`src/rtl/jt900h_fetch.sv`:
```
// jt900h_fetch: byte-wide instruction prefetch queue feeding the microcode
// controller. Fetches 16-bit little-endian words, presents the head byte and
// the byte after it, tracks the PC of the head byte and redirects on jumps.
// Optional build macro: JT900H_FETCH_STALL_EN adds a saturating stall counter
// output (stall_cnt) that counts pops refused for lack of queued bytes.
module jt900h_fetch #(
  parameter int DEPTH = 4,
  parameter int AW    = 24
) (
  input  logic          clk,
  input  logic          rst,
  input  logic          cen,
  input  logic          pc_load,
  input  logic [AW-1:0] pc_in,
  input  logic [1:0]    pop,
  output logic [7:0]    md,
  output logic [7:0]    md2,
  output logic          md_valid,
  output logic          md2_valid,
  output logic [AW-1:0] pc,
  output logic [AW-1:0] bus_addr,
  output logic          bus_rd,
  input  logic          bus_ack,
  input  logic [15:0]   bus_din
`ifdef JT900H_FETCH_STALL_EN
  ,
  output logic [15:0]   stall_cnt
`endif
);

  localparam int PW = $clog2(DEPTH);
  localparam int CW = PW + 1;

  // Byte storage; only the slots between head and head+count are meaningful
  logic [7:0]    mem_q [DEPTH];

  logic [PW-1:0] head_q,     head_d;
  logic [CW-1:0] count_q,    count_d;
  logic [AW-1:0] pc_q,       pc_d;
  logic [AW-1:0] fa_q,       fa_d;
  logic          bus_rd_q,   bus_rd_d;
  logic [AW-1:0] bus_addr_q, bus_addr_d;
  logic          run_q,      run_d;
  logic          discard_q,  discard_d;
`ifdef JT900H_FETCH_STALL_EN
  logic [15:0]   stall_q,    stall_d;
`endif

  logic [CW-1:0] free;
  logic          ack_fire;
  logic          keep;
  logic [CW-1:0] enq_n;
  logic          pop_avail;
  logic          pop_ok;
  logic [CW-1:0] pop_n;
  logic [PW-1:0] wr_ptr;
  logic [PW-1:0] wr_ptr1;
  logic [PW-1:0] head1;
  logic          req;

  // Next-state computation for queue bookkeeping, PC, fetch pointer and bus handshake
  always_comb begin
    free      = CW'(DEPTH) - count_q;
    ack_fire  = bus_rd_q & bus_ack;
    // Data returning for a flushed request, or arriving with a redirect, is dropped
    keep      = ack_fire & ~discard_q & ~pc_load;
    enq_n     = keep ? (fa_q[0] ? CW'(1) : CW'(2)) : CW'(0);
    pop_avail = ((pop == 2'd1) && (count_q >= CW'(1))) ||
                ((pop == 2'd2) && (count_q >= CW'(2)));
    pop_ok    = pop_avail & ~pc_load;
    pop_n     = pop_ok ? CW'(pop) : CW'(0);
    // Tail slot is unaffected by a simultaneous pop, so it is based on the old head
    wr_ptr    = head_q + PW'(count_q);
    wr_ptr1   = wr_ptr + PW'(1);
    head1     = head_q + PW'(1);
    // Space is judged on the pre-pop count, so an in-flight word always fits
    req       = ~bus_rd_q & run_q & ~discard_q & ~pc_load &
                ((free >= CW'(2)) || (fa_q[0] && (free >= CW'(1))));

    head_d     = head_q + PW'(pop_n);
    count_d    = pc_load ? CW'(0) : (count_q - pop_n + enq_n);
    pc_d       = pc_load ? pc_in : (pc_q + AW'(pop_n));
    fa_d       = fa_q;
    if (pc_load)
      fa_d = pc_in;
    else if (keep)
      fa_d = fa_q + (fa_q[0] ? AW'(1) : AW'(2));
    run_d      = run_q | pc_load;

    bus_rd_d   = bus_rd_q;
    bus_addr_d = bus_addr_q;
    if (ack_fire)
      bus_rd_d = 1'b0;
    else if (req) begin
      bus_rd_d   = 1'b1;
      bus_addr_d = {fa_q[AW-1:1], 1'b0};
    end

    // A redirect never aborts a bus cycle; the late data is tagged for discard
    discard_d = discard_q;
    if (ack_fire)
      discard_d = 1'b0;
    else if (pc_load && bus_rd_q)
      discard_d = 1'b1;

`ifdef JT900H_FETCH_STALL_EN
    stall_d = stall_q;
    if (!pc_load && ((pop == 2'd1) || (pop == 2'd2)) && !pop_avail && (stall_q != 16'hFFFF))
      stall_d = stall_q + 16'd1;
`endif
  end

  // Control state registers; reset is not qualified by cen
  always_ff @(posedge clk) begin
    if (!rst) begin
      head_q     <= '0;
      count_q    <= '0;
      pc_q       <= '0;
      fa_q       <= '0;
      bus_rd_q   <= 1'b0;
      bus_addr_q <= '0;
      run_q      <= 1'b0;
      discard_q  <= 1'b0;
`ifdef JT900H_FETCH_STALL_EN
      stall_q    <= '0;
`endif
    end else if (cen) begin
      head_q     <= head_d;
      count_q    <= count_d;
      pc_q       <= pc_d;
      fa_q       <= fa_d;
      bus_rd_q   <= bus_rd_d;
      bus_addr_q <= bus_addr_d;
      run_q      <= run_d;
      discard_q  <= discard_d;
`ifdef JT900H_FETCH_STALL_EN
      stall_q    <= stall_d;
`endif
    end
  end

  // Byte storage writes: odd fetch address keeps only the upper byte of the word
  always_ff @(posedge clk) begin
    if (rst && cen && keep) begin
      if (fa_q[0]) begin
        mem_q[wr_ptr] <= bus_din[15:8];
      end else begin
        mem_q[wr_ptr]  <= bus_din[7:0];
        mem_q[wr_ptr1] <= bus_din[15:8];
      end
    end
  end

  // Output mapping; bytes read as zero when not valid
  always_comb begin
    md_valid  = (count_q >= CW'(1));
    md2_valid = (count_q >= CW'(2));
    md        = md_valid  ? mem_q[head_q] : 8'h00;
    md2       = md2_valid ? mem_q[head1]  : 8'h00;
    pc        = pc_q;
    bus_addr  = bus_addr_q;
    bus_rd    = bus_rd_q;
`ifdef JT900H_FETCH_STALL_EN
    stall_cnt = stall_q;
`endif
  end

endmodule

```
`config.mk`:
```
export PLATFORM = sky130hd
export DESIGN_NAME = jt900h_fetch
export DESIGN_NICKNAME = d
export VERILOG_FILES = /design/src/rtl/jt900h_fetch.sv
export SDC_FILE = /design/constraint.sdc
export NUM_CORES = 1
export LEC_CHECK = 0
export BUFFER_PORTS_ARGS = -buffer_cell sky130_fd_sc_hd__buf_2
export CAP_MARGIN = 20
export CORE_UTILIZATION = 40
export DETAILED_ROUTE_END_ITERATION = 6
export PLACE_DENSITY = 0.68
export SETUP_SLACK_MARGIN = 0.02
export SLEW_MARGIN = 20
export SYNTH_ARGS = -nofsm -noshare
export SYNTH_HDL_FRONTEND = slang
export SYNTH_SLANG_ARGS = --single-unit
```
`constraint.sdc`:
```
create_clock -name clk -period 3.4 [get_ports clk]
set_input_delay 0.68 -clock clk [delete_from_list [all_inputs] [get_ports clk]]
set_output_delay 0.68 -clock clk [all_outputs]
set_load 0.01 [all_outputs]
```
Word level (Yosys, flattened, before mapping)

Memory sizes are Yosys's and may differ from the RTL's. A register that Yosys moved wholly into a read port is not among the register bits.
Index checks and enable logic that the tools add are counted.

$add $sub $neg: 9
Magnitude comparators: 4
Eq/ne operators: 2
Muxes and demuxes: 23
Bitwise operators: 14
Reductions and logical operators: 15

Operator list:

| kind                | number |
|---|---|
| $mux 24             | 3 |
| $add 24x2->24       | 2 |
| $mux 8              | 3 |
| $mux 2              | 6 |
| $mux 1              | 10 |
| $and 1x1->1         | 8 |
| $ge 3x1->1 const B  | 2 |
| $ge 3x2->1 const B  | 2 |
| $logic_and 1x1->1   | 6 |
| $reduce_and 2->1    | 3 |
| $reduce_bool 2->1   | 3 |
| $add 2x1->2 const B | 2 |
| $add 2x2->2         | 2 |
| $not 1->1           | 4 |
| $add 3x2->3         | 1 |
| $mux 3              | 1 |
| $reduce_and 3->1    | 1 |
| $sub 3x2->3         | 1 |
| $sub 3x3->3 const A | 1 |
| $eq 2x1->1 const B  | 1 |
| $eq 2x2->1 const B  | 1 |
| $logic_or 1x1->1    | 2 |
| $or 1x1->1          | 2 |

Flip-flop bits (word level): 79
RAM bits: 32
Input port bits: 47
Output and inout port bits: 67
Memories: 1

Memory list:

| memory | words | width | rd ports | clocked after Yosys merged registers in | wr ports | line | source |
|---|---|---|---|---|---|---|---|
| mem_q  | 4     | 8     | 2        | 1                                       | 2        | 35   | `logic [7:0] mem_q [DEPTH];` |

Longest topological paths before layout

Depth in word-level cells: 8
Gate-level depth with buffers: 13
Depth with buffers taken out: 13

Least setup slack after synthesis

No wires, ideal clock.

Kind: input-to-reg
Start: input pc_load
End: register pc_q[18], in the netlist pc[18]
Arrival: 3.244 ns
Required time: 3.281 ns
Setup slack: 0.037 ns
Stages on the path: 10
Path buffers: 3
Cells stage by stage: buf_2 > buf_2 > clkbuf_1 > nor4b_1 > ha_1 > inv_1 > fa_1 > nand4b_1 > or3_1 > o221a_2

Cells in the longest elaborated chain, start to end: 5

RTL lines:

| what                 | line | source |
|---|---|---|
| start, declared      | 13   | `input logic pc_load,` |
| $not 1->1            | 70   | `pop_ok = pop_avail & ~pc_load;` |
| $and 1x1->1          | 70   |  |
| $mux 2               | 71   | `pop_n = pop_ok ? CW'(pop) : CW'(0);` |
| $add 24x2->24        | 82   | `pc_d = pc_load ? pc_in : (pc_q + AW'(pop_n));` |
| $mux 24 *            | 82   |  |
| end signal, assigned | 130  | `pc_q <= pc_d;` |
| end, declared        | 39   | `logic [AW-1:0] pc_q, pc_d;` |

Mark *: on every way between the ends. The rest lies on a longest branch, timed or not.
A chain may end at the register's enable or synchronous reset.

Worst setup path after layout

Start: register count_q[1]
End: register pc_q[16], in the netlist pc[16]

Cells in the longest elaborated chain, start to end: 7
Elaborated cells on any way between the ends: 9
Classes of those cells: add/sub: 1; order compare: 2; mux: 2; bitwise: 1; reduce/logical: 3

RTL lines:

| what                                            | line   | source |
|---|---|---|
| start, declared                                 | 38     | `logic [CW-1:0] count_q, count_d;` |
| start signal, assigned                          | 129    | `count_q <= count_d;` |
| $ge 3x1->1 / $ge 3x2->1 (equally long branches) | 68, 69 |  |
| $logic_and 1x1->1 (on tied branches)            | 68, 69 |  |
| $logic_or 1x1->1 *                              | 68     | `pop_avail = ((pop == 2'd1) && (count_q >= CW'(1))) \|\|` |
| $and 1x1->1 *                                   | 70     |  |
| $mux 2 *                                        | 71     |  |
| $add 24x2->24 *                                 | 82     |  |
| $mux 24 *                                       | 82     |  |

Marks and branches as above.

==> impl_table.tex <==
\begin{tabular}{lr}
\hline
Metric & Value \\
\hline
\multicolumn{2}{l}{\textbf{Final layout}} \\
Area grow syn2layout & 22.14\% \\
Most frequent standard cell in the layout excluding fill and tap cells & buf\_2 \\
Final standard cell area without fillers & just under 8000 sq um \\
Commonest cells after routing, fill and taps aside & 112 x buf\_2, 81 x dfxtp\_1, 80 x nor2\_1 \\
Fraction of final layout cells sized beyond drive strength 1 & 29.48\% \\
Final-stage net count & 853 \\
ANT cells & 0 \\
\multicolumn{2}{l}{\textbf{Timing}} \\
Total negative slack for setup checks & 0 ns \\
Period Utilization, post-route & 89.68\% \\
Worst slew margin relative to its limit & a little over half \\
Final number of hold-violating endpoints & 0 \\
Setup slack of the critical path after layout & 0.3509 ns \\
Slew of the pin with the lowest slew margin & around 0.7 ns \\
Final slew viol count & 0 \\
Unrepaired setup endpoints after global routing & no \\
Final hold slack & approximately 0.5 ns \\
Final setup vio count & 0 \\
Final period demand of the worst path & $\sim$3.0 ns \\
Highest clock frequency the design can meet & about 330 MHz \\
Worst clock skew & around 0.0056 ns \\
\multicolumn{2}{l}{\textbf{Floorplanning}} \\
Row count & 46 \\
Die Span X & 128.9 microns \\
Effective utilization at floorplan & 40.70\% \\
Die height & 128.9 microns \\
Area of the core region & between 15000 and 20000 sq um \\
Top-level port count & 114 \\
Area enclosed by the die boundary & approximately 17000 sq um \\
\multicolumn{2}{l}{\textbf{Power}} \\
Pwr per Cell Area & 456.2 nW/um\^{}2 \\
Peak VDD IR & about 0.36 mV \\
Overall power & roughly 0.0036 W \\
LEAKAGE & approximately 3.3 nW \\
\multicolumn{2}{l}{\textbf{Synthesis}} \\
Yosys top cell area share & between 20 and 30\% \\
Async S/R FF share, synth & 0\% \\
Yosys warning count & 0 \\
Avg Cell Area, Syn & 9.458 sq um \\
Number of enable flip-flop cells after synthesis & 32 \\
Synthesis-stage register bit count & 113 \\
Number of library cell types mapped by synthesis & 70 \\
Commonest register cell after synthesis & dfxtp\_1 \\
Sequential area share after synthesis & 40.09\% \\
Yosys top cell by area & dfxtp\_1 \\
Leading post-synthesis cells by cell area & dfxtp\_1 25\%, edfxtp\_1 15\%, mux2\_2 5.6\% \\
Combined area of all synthesized cells & around 6400 sq um \\
Number of nets in the synthesized netlist & 743 \\
Synth Instances & $\sim$680 \\
\multicolumn{2}{l}{\textbf{GRT}} \\
Largest net degree at the start of global routing & 60 \\
GR Overflow Total & 0 \\
Combined global-route utilization of all metal layers & between 20\% and 30\% \\
Vias in the first global route & 5291 \\
Antenna violations before repair & 2 \\
Wire length of the first global-routing pass & roughly 29000 microns \\
\multicolumn{2}{l}{\textbf{Worst setup path}} \\
Longest individual stage delay on the worst path & between 0.4 and 0.5 ns \\
WP data arrival & 3.32 ns \\
R2R Path Start & count\_q[1] \\
Category of the worst setup path launch point & register \\
Slowest cell on crit path & fa\_1 \\
Series of cell instances along the critical path & inv\_1, ha\_1, nor4\_2, nor4b\_2, ha\_1, inv\_1, fa\_1, and4b\_1, nand4\_1, a21oi\_1, a2bb2oi\_1, nor2\_1 \\
Classification of the worst setup path & register to register \\
FF-to-FF path depth & 12 \\
Worst flop-to-flop path endpoint & pc[16] \\
Maximum fanout encountered on the critical timing path & 7 \\
Reg2Reg Setup Slack & $\sim$0.35 ns \\
WP data required & 3.67 ns \\
Critical path endpoint category & register \\
\multicolumn{2}{l}{\textbf{Clock network}} \\
Number of H-tree levels & 4 \\
CTS tree & done \\
Total number of clock tree sinks & approximately 110 \\
Number of cells upsized or downsized after cts & 0 \\
TritonCTS Buffers & 17 \\
Number of post-CTS setup repair buffers & 0 \\
Clk root buf & clkbuf\_16 \\
Source-to-sink clock delay at the later pin of the worst-skew pair & a little over 0.4 ns \\
Clock-pin slew on the worst setup and hold paths & 0.06 ns \\
Max clock buf depth & 2 \\
Number of buffers inserted by hold repair at cts & 0 \\
\multicolumn{2}{l}{\textbf{Placed design}} \\
DP Wirelength & around 13000 microns \\
Place WS & around 0.17 ns \\
Cell Area, Placed & approximately 7300 sq um \\
Port Buffer Count & about 110 \\
Routability congestion estimate & 0.8300 \\
\multicolumn{2}{l}{\textbf{Route}} \\
Number of vias per cell after detailed routing & around 5.7 \\
Detailed-routing iteration count for the pre-antenna-repair pass & 5 \\
Drt initial violations & $\sim$650 \\
Routed wire per std cell & $\sim$18 microns \\
Post-detailed-route count of antenna-violating nets & 0 \\
Sum of routed wire length over all layers & 18680 microns \\
DR vias & between 5000 and 6000 \\
DRC & 0 \\
\multicolumn{2}{l}{\textbf{Min path}} \\
Worst Min Path Start & bus\_addr[20] \\
Hold path endpoint & bus\_addr[20] \\
Number of instances on the worst hold path & 2 \\
Class of the tightest hold or removal check & register to register \\
\multicolumn{2}{l}{\textbf{Job}} \\
Maximum capacitance violations & 0 \\
\multicolumn{2}{l}{\textbf{Outcome}} \\
Result of the run & completed \\
\hline
\end{tabular}
Yosys cell counts (all sizes together) (2+ instances only):
cell / n
dfxtp: 81
mux4: 16
o21a: 4
and4: 7
nor4: 8
edfxtp: 32
or3: 3
buf: 23
a31oi: 11
o221ai: 2
a22oi: 10
a21oi: 37
o31a: 4
nor3: 14
nor2b: 9
a41oi: 2
a211oi: 3
xnor2: 4
o211ai: 5
inv: 21
o22ai: 7
a21boi: 2
nand3: 28
o41ai: 4
o21ai: 43
o221a: 4
o31ai: 6
a22o: 3
clkbuf: 22
mux2i: 30
o211a: 2
ha: 12
nand2b: 4
nand4: 13
nor2: 82
a311oi: 3
xor2: 4
nand2: 48
nor4b: 2
fa: 3
and2: 13
mux2: 32
and3: 6
stage by stage:
stage / util [%] / cells
after floorplan: - / 681
after global placement: 45.92 / 988
after detailed placement: 45.92 / 988
after CTS: 49.67 / 1020
after global routing: 49.71 / 1020
final: 49.71 / 1020
cell families after synthesis:
logic type / synth area share, %
flip-flops: 40.09
multiplexers: 15.85
XOR/XNOR: 1.088
adder cells (fa/ha/maj): 3.263
AO/OA/AOI/OAI: 16.14
buffers and inverters: 4.273
other: 0.05822
AND/OR/NAND/NOR: 19.23
worst max-delay path by stage:
stage                     startpoint  endpoint  slack (ns)  cells past startpoint
after CTS                 count_q[1]    pc[16]        0.23                     12
after floorplan              pc_load    pc[18]        0.04                     10
after global placement        pop[1]    pc[16]        0.25                     10
final                     count_q[1]    pc[16]        0.35                     12
after global routing      count_q[1]    pc[16]        0.11                     12
after detailed placement      pop[1]    pc[16]        0.17                     10
worst max-delay path: cells and delay by family (launching register included):
family	cells	cell delay, ns
simple gates	5	1.03
buf+inv	2	0.20
flops	1	0.39
fa+ha+maj	3	0.87
compound gates	2	0.42
where the power goes:
part,switching [W],internal [W]
Clock,0.000657,0.00114
Combinational,0.000187,0.000130
Sequential,0.0000486,0.00142
routing by layer:
layer	global-route usage [%]	wire length [microns]	share of wire, %
met5	0	0	0
met4	8.097	360	1.9
met3	5.655	1380	7.4
met2	36.79	8711	47
met1	29.96	8230	44
state kept, by name, summed over array words and instances, names as in the netlist, named ones only:
register   cells
mem_q         32
fa_q          24
pc            24
bus_addr      23
count_q        3
head_q         2
bus_rd         1
discard_q      1
run_q          1
layout make-up:
class / instances / area (sq um)
clock buffers: 17 / 425.4
flip-flops and latches: 113 / 2582
fillers: 1518 / 7960
clock inverters: 15 / 167.7
repair buffers: 136 / 740.7
well taps: 216 / 270.3
inverters: 21 / 78.83
multi-input cells: 502 / 3602
(Power assumes the default switching activity.)
